==> config.mk <==
export PLATFORM = sky130hd
export DESIGN_NAME = pll_lock_supervisor_flat
export DESIGN_NICKNAME = d
export VERILOG_FILES = /design/src/rtl/pll_sup_pkg.sv /design/src/rtl/pll_lock_supervisor_if.sv /design/src/rtl/sync_2ff.sv /design/src/rtl/pll_lock_supervisor.sv /design/src/flat_wrapper.sv
export SDC_FILE = /design/constraint.sdc
export NUM_CORES = 1
export LEC_CHECK = 0
export BUFFER_PORTS_ARGS = -buffer_cell sky130_fd_sc_hd__buf_2
export CAP_MARGIN = 20
export CORE_MARGIN = 4
export CORE_UTILIZATION = 39
export DETAILED_ROUTE_END_ITERATION = 16
export PLACE_DENSITY = 0.55
export SLEW_MARGIN = 40
export SYNTH_ARGS = -nofsm -noshare
export SYNTH_HDL_FRONTEND = slang
export SYNTH_SLANG_ARGS = --single-unit
==> constraint.sdc <==
create_clock -name clk -period 3.4 [get_ports clk]
set_clock_uncertainty 0.1 [all_clocks]
set_input_delay 0.34 -clock clk [delete_from_list [all_inputs] [get_ports clk]]
set_output_delay 0.34 -clock clk [all_outputs]
set_load 0.05 [all_outputs]
==> src/rtl/pll_sup_pkg.sv <==
// ----------------------------------------------------------------------------
// pll_sup_pkg
// Shared definitions for the PLL lock supervisor: the sequencer state
// encoding and a constant-evaluable ceil(log2) helper used to size counters.
// ----------------------------------------------------------------------------
package pll_sup_pkg;

   typedef enum logic [2:0] {
      S_RESET_PLL = 3'd0,   // pulsing pll_areset
      S_WAIT_LOCK = 3'd1,   // waiting for the synchronised lock flag
      S_STABLE    = 3'd2,   // lock seen, proving it stays up
      S_RELEASE   = 3'd3,   // staggered release of channel resets
      S_RUN       = 3'd4    // all channels out of reset, lock good
   } state_t;

   // Number of bits needed to represent values 0 .. value-1 (minimum 1).
   function automatic int clog2(input longint value);
      int w;
      w = 1;
      while ((64'd1 << w) < value) w++;
      return w;
   endfunction

endpackage

==> src/rtl/pll_lock_supervisor_if.sv <==
// ----------------------------------------------------------------------------
// pll_lock_supervisor_if
// Groups the PLL-side and reset-distribution signals of the supervisor.
//   pll_locked    PLL lock flag (asynchronous to clk)
//   force_relock  1-cycle request to restart the whole sequence
//   pll_areset    PLL reset request, active-high
//   ch_reset_out  per-domain resets, active-high, released bit 0 first
//   all_ready     all channels released and lock good
//   relock_count  saturating count of re-sequences from RELEASE/RUN
//   timeout_err   sticky lock-timeout flag
// master: the supervisor; slave: the board/PLL side.
// ----------------------------------------------------------------------------
interface pll_lock_supervisor_if #(
   parameter int NUM_CH = 3,
   parameter int CNT_W  = 8
);
   logic              pll_locked;
   logic              force_relock;
   logic              pll_areset;
   logic [NUM_CH-1:0] ch_reset_out;
   logic              all_ready;
   logic [CNT_W-1:0]  relock_count;
   logic              timeout_err;

   modport master (
      input  pll_locked, force_relock,
      output pll_areset, ch_reset_out, all_ready, relock_count, timeout_err
   );

   modport slave (
      output pll_locked, force_relock,
      input  pll_areset, ch_reset_out, all_ready, relock_count, timeout_err
   );
endinterface

==> src/rtl/sync_2ff.sv <==
// ----------------------------------------------------------------------------
// sync_2ff
// Two-flop single-bit synchroniser with synchronous active-high reset to 0.
//   clk    destination clock
//   reset  synchronous, active-high
//   d      asynchronous input bit
//   q      synchronised output (2-cycle latency)
// ----------------------------------------------------------------------------
module sync_2ff (
   input  logic clk,
   input  logic reset,
   input  logic d,
   output logic q
);
   logic meta;

   // NOTE: non-blocking assignments make both flops sample on the same edge,
   // giving a true two-stage pipeline instead of a single collapsed flop.
   always_ff @(posedge clk) begin
      if (reset) begin
         meta <= 1'b0;
         q    <= 1'b0;
      end else begin
         meta <= d;
         q    <= meta;
      end
   end
endmodule

==> src/rtl/pll_lock_supervisor.sv <==
// ----------------------------------------------------------------------------
// pll_lock_supervisor
// Pulses PLL areset, waits (with optional timeout) for a synchronised lock,
// requires the lock to hold for LOCK_STABLE_CYC consecutive cycles (the
// cycle that first sees lock counts as the first), then releases NUM_CH
// channel resets STAGGER_CYC apart. Loss of lock or force_relock from
// RELEASE/RUN re-sequences and bumps relock_count.
//   clk    board reference clock, free-running
//   reset  synchronous, active-high
//   bus    pll_lock_supervisor_if.master (see interface for signals)
// All outputs are registered.
// ----------------------------------------------------------------------------
module pll_lock_supervisor
   import pll_sup_pkg::*;
#(
   parameter int NUM_CH           = 3,
   parameter int ARESET_CYC       = 16,
   parameter int LOCK_STABLE_CYC  = 1024,
   parameter int LOCK_TIMEOUT_CYC = 1000000,
   parameter int STAGGER_CYC      = 64,
   parameter int CNT_W            = 8
) (
   input  logic                  clk,
   input  logic                  reset,
   pll_lock_supervisor_if.master bus
);
   localparam int MAX_A   = (ARESET_CYC > LOCK_STABLE_CYC) ? ARESET_CYC : LOCK_STABLE_CYC;
   localparam int MAX_B   = (LOCK_TIMEOUT_CYC > STAGGER_CYC) ? LOCK_TIMEOUT_CYC : STAGGER_CYC;
   localparam int MAX_CYC = (MAX_A > MAX_B) ? MAX_A : MAX_B;
   localparam int CW      = clog2(MAX_CYC + 1);
   localparam int IW      = clog2(NUM_CH);

   localparam logic [CW-1:0] ARESET_LAST  = CW'(ARESET_CYC - 1);
   // The WAIT_LOCK cycle that first sees lock is stable cycle #1, so
   // STABLE itself has to cover LOCK_STABLE_CYC-1 further cycles.
   localparam logic [CW-1:0] STABLE_LAST  = CW'((LOCK_STABLE_CYC > 1) ? LOCK_STABLE_CYC - 2 : 0);
   localparam logic [CW-1:0] TIMEOUT_LAST = CW'((LOCK_TIMEOUT_CYC > 0) ? LOCK_TIMEOUT_CYC - 1 : 0);
   localparam logic [CW-1:0] STAGGER_LAST = CW'(STAGGER_CYC - 1);
   localparam logic [IW-1:0] IDX_LAST     = IW'(NUM_CH - 1);

   state_t            state, state_n;
   logic [CW-1:0]     cnt, cnt_n;
   logic [IW-1:0]     idx, idx_n, idx_inc;
   logic [NUM_CH-1:0] ch_rst, ch_rst_n;
   logic              areset_q, areset_n;
   logic              ready_q, ready_n;
   logic              terr_q, terr_n;
   logic [CNT_W-1:0]  relock_q, relock_n;
   logic              lk;
   logic              go_restart, go_release;

   sync_2ff u_lock_sync (
      .clk   (clk),
      .reset (reset),
      .d     (bus.pll_locked),
      .q     (lk)
   );

   assign idx_inc = idx + IW'(1);

   // NOTE: every signal gets a default before the case so that no path
   // leaves one unassigned, which would otherwise infer a latch.
   always_comb begin
      state_n    = state;
      cnt_n      = cnt;
      idx_n      = idx;
      ch_rst_n   = ch_rst;
      areset_n   = areset_q;
      ready_n    = 1'b0;
      terr_n     = terr_q;
      relock_n   = relock_q;
      go_restart = 1'b0;
      go_release = 1'b0;

      unique case (state)
         S_RESET_PLL: begin
            if (bus.force_relock) begin
               go_restart = 1'b1;
            end else if (cnt == ARESET_LAST) begin
               state_n  = S_WAIT_LOCK;
               cnt_n    = '0;
               areset_n = 1'b0;
            end else begin
               cnt_n = cnt + CW'(1);
            end
         end
         S_WAIT_LOCK: begin
            if (bus.force_relock) begin
               go_restart = 1'b1;
            end else if (lk) begin
               if (LOCK_STABLE_CYC == 1) begin
                  go_release = 1'b1;
               end else begin
                  state_n = S_STABLE;
                  cnt_n   = '0;
               end
            end else if (LOCK_TIMEOUT_CYC > 0) begin
               if (cnt == TIMEOUT_LAST) begin
                  terr_n     = 1'b1;
                  go_restart = 1'b1;
               end else begin
                  cnt_n = cnt + CW'(1);
               end
            end
         end
         S_STABLE: begin
            if (bus.force_relock) begin
               go_restart = 1'b1;
            end else if (!lk) begin
               state_n = S_WAIT_LOCK;
               cnt_n   = '0;
            end else if (cnt == STABLE_LAST) begin
               go_release = 1'b1;
            end else begin
               cnt_n = cnt + CW'(1);
            end
         end
         S_RELEASE, S_RUN: begin
            if (!lk || bus.force_relock) begin
               go_restart = 1'b1;
               if (relock_q != '1) relock_n = relock_q + CNT_W'(1);
            end else if (state == S_RUN) begin
               ready_n = 1'b1;
            end else if (idx == IDX_LAST) begin
               // Only reachable with a single channel: bit 0 already free.
               state_n = S_RUN;
               cnt_n   = '0;
            end else if (cnt == STAGGER_LAST) begin
               ch_rst_n = ch_rst << 1;
               idx_n    = idx_inc;
               cnt_n    = '0;
               if (idx_inc == IDX_LAST) state_n = S_RUN;
            end else begin
               cnt_n = cnt + CW'(1);
            end
         end
         default: go_restart = 1'b1;
      endcase

      if (go_restart) begin
         state_n  = S_RESET_PLL;
         cnt_n    = '0;
         idx_n    = '0;
         ch_rst_n = '1;
         areset_n = 1'b1;
         ready_n  = 1'b0;
      end
      // Mask is a contiguous run of upper ones; shifting left frees the
      // lowest held bit, so channels can only ever release in order.
      if (go_release) begin
         state_n  = S_RELEASE;
         cnt_n    = '0;
         idx_n    = '0;
         ch_rst_n = ch_rst << 1;
      end
   end

   always_ff @(posedge clk) begin
      if (reset) begin
         state    <= S_RESET_PLL;
         cnt      <= '0;
         idx      <= '0;
         ch_rst   <= '1;
         areset_q <= 1'b1;
         ready_q  <= 1'b0;
         terr_q   <= 1'b0;
         relock_q <= '0;
      end else begin
         state    <= state_n;
         cnt      <= cnt_n;
         idx      <= idx_n;
         ch_rst   <= ch_rst_n;
         areset_q <= areset_n;
         ready_q  <= ready_n;
         terr_q   <= terr_n;
         relock_q <= relock_n;
      end
   end

   assign bus.pll_areset   = areset_q;
   assign bus.ch_reset_out = ch_rst;
   assign bus.all_ready    = ready_q;
   assign bus.relock_count = relock_q;
   assign bus.timeout_err  = terr_q;
endmodule

==> src/flat_wrapper.sv <==
// flat-port wrapper written by rule: the top's interface ports become plain ports
module pll_lock_supervisor_flat import pll_sup_pkg::*;
#(
   parameter int NUM_CH           = 3,
   parameter int ARESET_CYC       = 16,
   parameter int LOCK_STABLE_CYC  = 1024,
   parameter int LOCK_TIMEOUT_CYC = 1000000,
   parameter int STAGGER_CYC      = 64,
   parameter int CNT_W            = 8
)
  (clk, reset, bus_pll_locked, bus_force_relock, bus_pll_areset, bus_ch_reset_out, bus_all_ready, bus_relock_count, bus_timeout_err);
  pll_lock_supervisor_if #(.NUM_CH(NUM_CH), .CNT_W(CNT_W)) bus_i ();
  input  logic clk;
  input  logic reset;
  input wire logic [$bits(bus_i.pll_locked)-1:0] bus_pll_locked;
  input wire logic [$bits(bus_i.force_relock)-1:0] bus_force_relock;
  output wire logic [$bits(bus_i.pll_areset)-1:0] bus_pll_areset;
  output wire logic [$bits(bus_i.ch_reset_out)-1:0] bus_ch_reset_out;
  output wire logic [$bits(bus_i.all_ready)-1:0] bus_all_ready;
  output wire logic [$bits(bus_i.relock_count)-1:0] bus_relock_count;
  output wire logic [$bits(bus_i.timeout_err)-1:0] bus_timeout_err;
  assign bus_i.pll_locked = bus_pll_locked;
  assign bus_i.force_relock = bus_force_relock;
  assign bus_pll_areset = bus_i.pll_areset;
  assign bus_ch_reset_out = bus_i.ch_reset_out;
  assign bus_all_ready = bus_i.all_ready;
  assign bus_relock_count = bus_i.relock_count;
  assign bus_timeout_err = bus_i.timeout_err;
  pll_lock_supervisor #(.NUM_CH(NUM_CH), .ARESET_CYC(ARESET_CYC), .LOCK_STABLE_CYC(LOCK_STABLE_CYC), .LOCK_TIMEOUT_CYC(LOCK_TIMEOUT_CYC), .STAGGER_CYC(STAGGER_CYC), .CNT_W(CNT_W)) u_core (.clk(clk), .reset(reset), .bus(bus_i));
endmodule
==> results.md <==
- Crit path capture type: register
- Via density: 5.43
- Final Hold Violating Endpoints: 0
- Std cell rows: 27
- Total track usage: 16.1%
- DIE AREA: 7100 sq um
- WHS: 150 ps
- RR Endpoint: u_core.cnt[3]
- Relative slew slack: 63.3%
- CP Launch Point: u_core.cnt[0]
- Worst min path class: in -> reg
- Most frequent cells in the layout: dfxtp_1 (41), nand2_1 (28), nor2_1 (24), buf_2 (17)
- Critical path endpoint: u_core.cnt[3]
- I/O Pins: 18
- Largest net degree at the start of global routing: 17
- CORE AREA: 5570 sq um
- Vias in the first global route: 1952
- Clock buffer depth: 2
- Initial core utilization: 40.7%
- Synth warnings: 0
- # port buffers: 17
- Commonest register cell after synthesis: dfxtp_1
- Distinct cells, synth: 57
- Synth Instances: 270
- GR peak layer: met2
- Pwr Density: 357 nW/um^2
- Diode count: 0
- Seq/Total Area, Yosys: 36.2%
- Met2 usage: 24.8%
- Latest clock arrival within the worst-skew pair: 300 ps
- Grt met1 use: 22.5%
- Critical path type: reg -> reg
- Setup TNS: 0 ps
- Flops & latches, synth: 41
- CTS H-tree lvls: 2
- Clk root buf: clkbuf_8
- Post-CTS setup buffer count: 0
- R2r setup slk: 380 ps
- Synthesized area: 2270 sq um
- Die Span Y: 84.3 um
- Status: complete, no violations
- Synth Net Count: 279
- CP Launch Type: register
- Mean Syn Cell Area: 8.40 sq um
- Leading area contributor after synthesis: dfxtp_1
- Clk slew on worst S/H paths: 90 ps
- Top post-synthesis cells by area: dfxtp_1 (36%), nand2_1 (4.6%), nor2_1 (4.0%), nand3_1 (2.9%), nor3_1 (2.9%)
- FMAX: 332 MHz
- Min Clock Period, post-route: 3020 ps
- Layout area overhead: 10.8%
- Nets: 297
- Final setup violation count: 0
- Reg-to-Reg Start: u_core.cnt[0]
- Hold Buf Count CTS: 0
- CTS Buf Count: 5
- Initial antenna violation count: 0
- Post-DP HPWL: 3.92 mm
- Crit path max fanout: 11
- Actual slew at the worst max-slew pin: 549 ps
- VDD IR max: 0.243 mV
- ANT nets after route: 0
- Critical Path RT: 3490 ps
- First DRT Iteration DRCs: 106
- Wire length per cell: 14.7 um
- Die W: 84.3 um
- Most common cell after layout, fill and taps aside: dfxtp_1
- CTS tree: built
- Total gr overflow: 0
- First-pass GRT wire length: 9.47 mm
- Pre-antenna DRT Iters: 4
- Max cap viols: 0
- Final Max Tran Viols: 0
- Placer Congestion: 0.844
- CTS sink count: 41
- Layout cells sized above 1: 16.6%
- Pleak: 0.904 nW
- Drt drc: 0
- Final period util: 88.7%
- Routed wire length: 5.29 mm
- Post_cts resized: 0
- Post-synth EDFFs: 0
- Crit path DAT: 3100 ps
- GR Util met3: 3.24%
- Unrepaired setup endpoints after global routing: false
- Async SR Flop Fraction: 0%
- Post-synth top area share: 36.2%
- R2R cell count: 8
- Via Count: 1961
## power by group
| part | switching (W) | total (W) | internal, W |
|---|---|---|---|
| sequential | 0.00000645 | 0.000491 | 0.000484 |
| clock | 0.000187 | 0.000336 | 0.000148 |
| combinational | 0.0000467 | 0.0000711 | 0.0000244 |
| total | 0.000241 | 0.000897 | 0.000657 |
## critical path: stages (launching register included)
cell	delay (ps)
dfxtp_1	370
ha_1	250
and3_1	200
and3_1	270
a31oi_4	280
nand4b_2	240
nor2_1	300
nand3_1	440
o311ai_0	440
## synth_stat cells, drive strengths merged (3+ instances only)
master   n
ha       5
o311ai   3
nand2b   5
nor2    27
or4      5
xnor2    4
clkbuf   3
inv      8
nor2b    6
nand2   29
a21oi   12
nor3    14
o21ai   21
xor2     4
nor3b    3
o31ai    4
a31oi    4
buf      6
nand4b   4
dfxtp   41
or2      3
and3     5
nand4    7
or3      4
nand3   13
mux2i    3
a22o     5
## flip-flops by register name, summed over array words and instances, names as in the netlist
signal,count
u_core.bus.pll_areset,1
u_core.idx,2
u_core.bus.ch_reset_out,3
u_core.bus.timeout_err,1
u_core.u_lock_sync.meta,1
u_core.cnt,20
u_core.bus.relock_count,8
u_core.bus.all_ready,1
u_core.u_lock_sync.q,1
u_core.state,3
## stage by stage
stage / setup slack [ps] / std cells / total power [W] / cell area (sq um) / utilization, %
2_1_floorplan: 1010 / 270 / 0.000555 / 2270 / -
3_3_place_gp: 537 / 353 / 0.000573 / 2420 / 43.4
3_5_place_dp: 411 / 353 / 0.000573 / 2420 / 43.4
4_1_cts: 367 / 361 / 0.000911 / 2510 / 45.1
5_1_grt: 61.7 / 361 / 0.000940 / 2510 / 45.1
6_report: 383 / 361 / 0.000897 / 2510 / 45.1
## how the worst min path moves through the flow
| stage | from | to | slack (ps) | depth (start not counted) |
|---|---|---|---|---|
| 2_1_floorplan | reset | u_core.u_lock_sync.meta | 310 | 1 |
| 3_3_place_gp | u_core.u_lock_sync.meta | u_core.u_lock_sync.q | 340 | 1 |
| 3_5_place_dp | u_core.u_lock_sync.meta | u_core.u_lock_sync.q | 330 | 1 |
| 4_1_cts | bus_pll_locked | u_core.u_lock_sync.meta | 140 | 2 |
| 5_1_grt | bus_pll_locked | u_core.u_lock_sync.meta | 160 | 2 |
| 6_report | bus_pll_locked | u_core.u_lock_sync.meta | 150 | 2 |
## layout make-up
| cell class | count | area (sq um) |
|---|---|---|
| fill | 564 | 3060 |
| timing repair buffer | 20 | 108 |
| inverter | 8 | 30.0 |
| clock buffer | 5 | 68.8 |
| tap | 72 | 90.1 |
| multi-input combinational | 212 | 1370 |
| sequential | 41 | 821 |
| clock inverter | 3 | 25.0 |
## per-layer routing
layer	share of wire, %	vias up
li1	-	1022
met2	45	28
met1	50	902
met5	0	-
met4	1.3	0
met3	3.3	9
## logic make-up after synthesis
logic type,synth area share (%)
mux,1.32
buf+inv,3.36
fa+ha+maj,2.76
compound gates,19.4
simple gates,33.9
flops,36.2
xor+xnor,3.09
(Power assumes the default switching activity.)
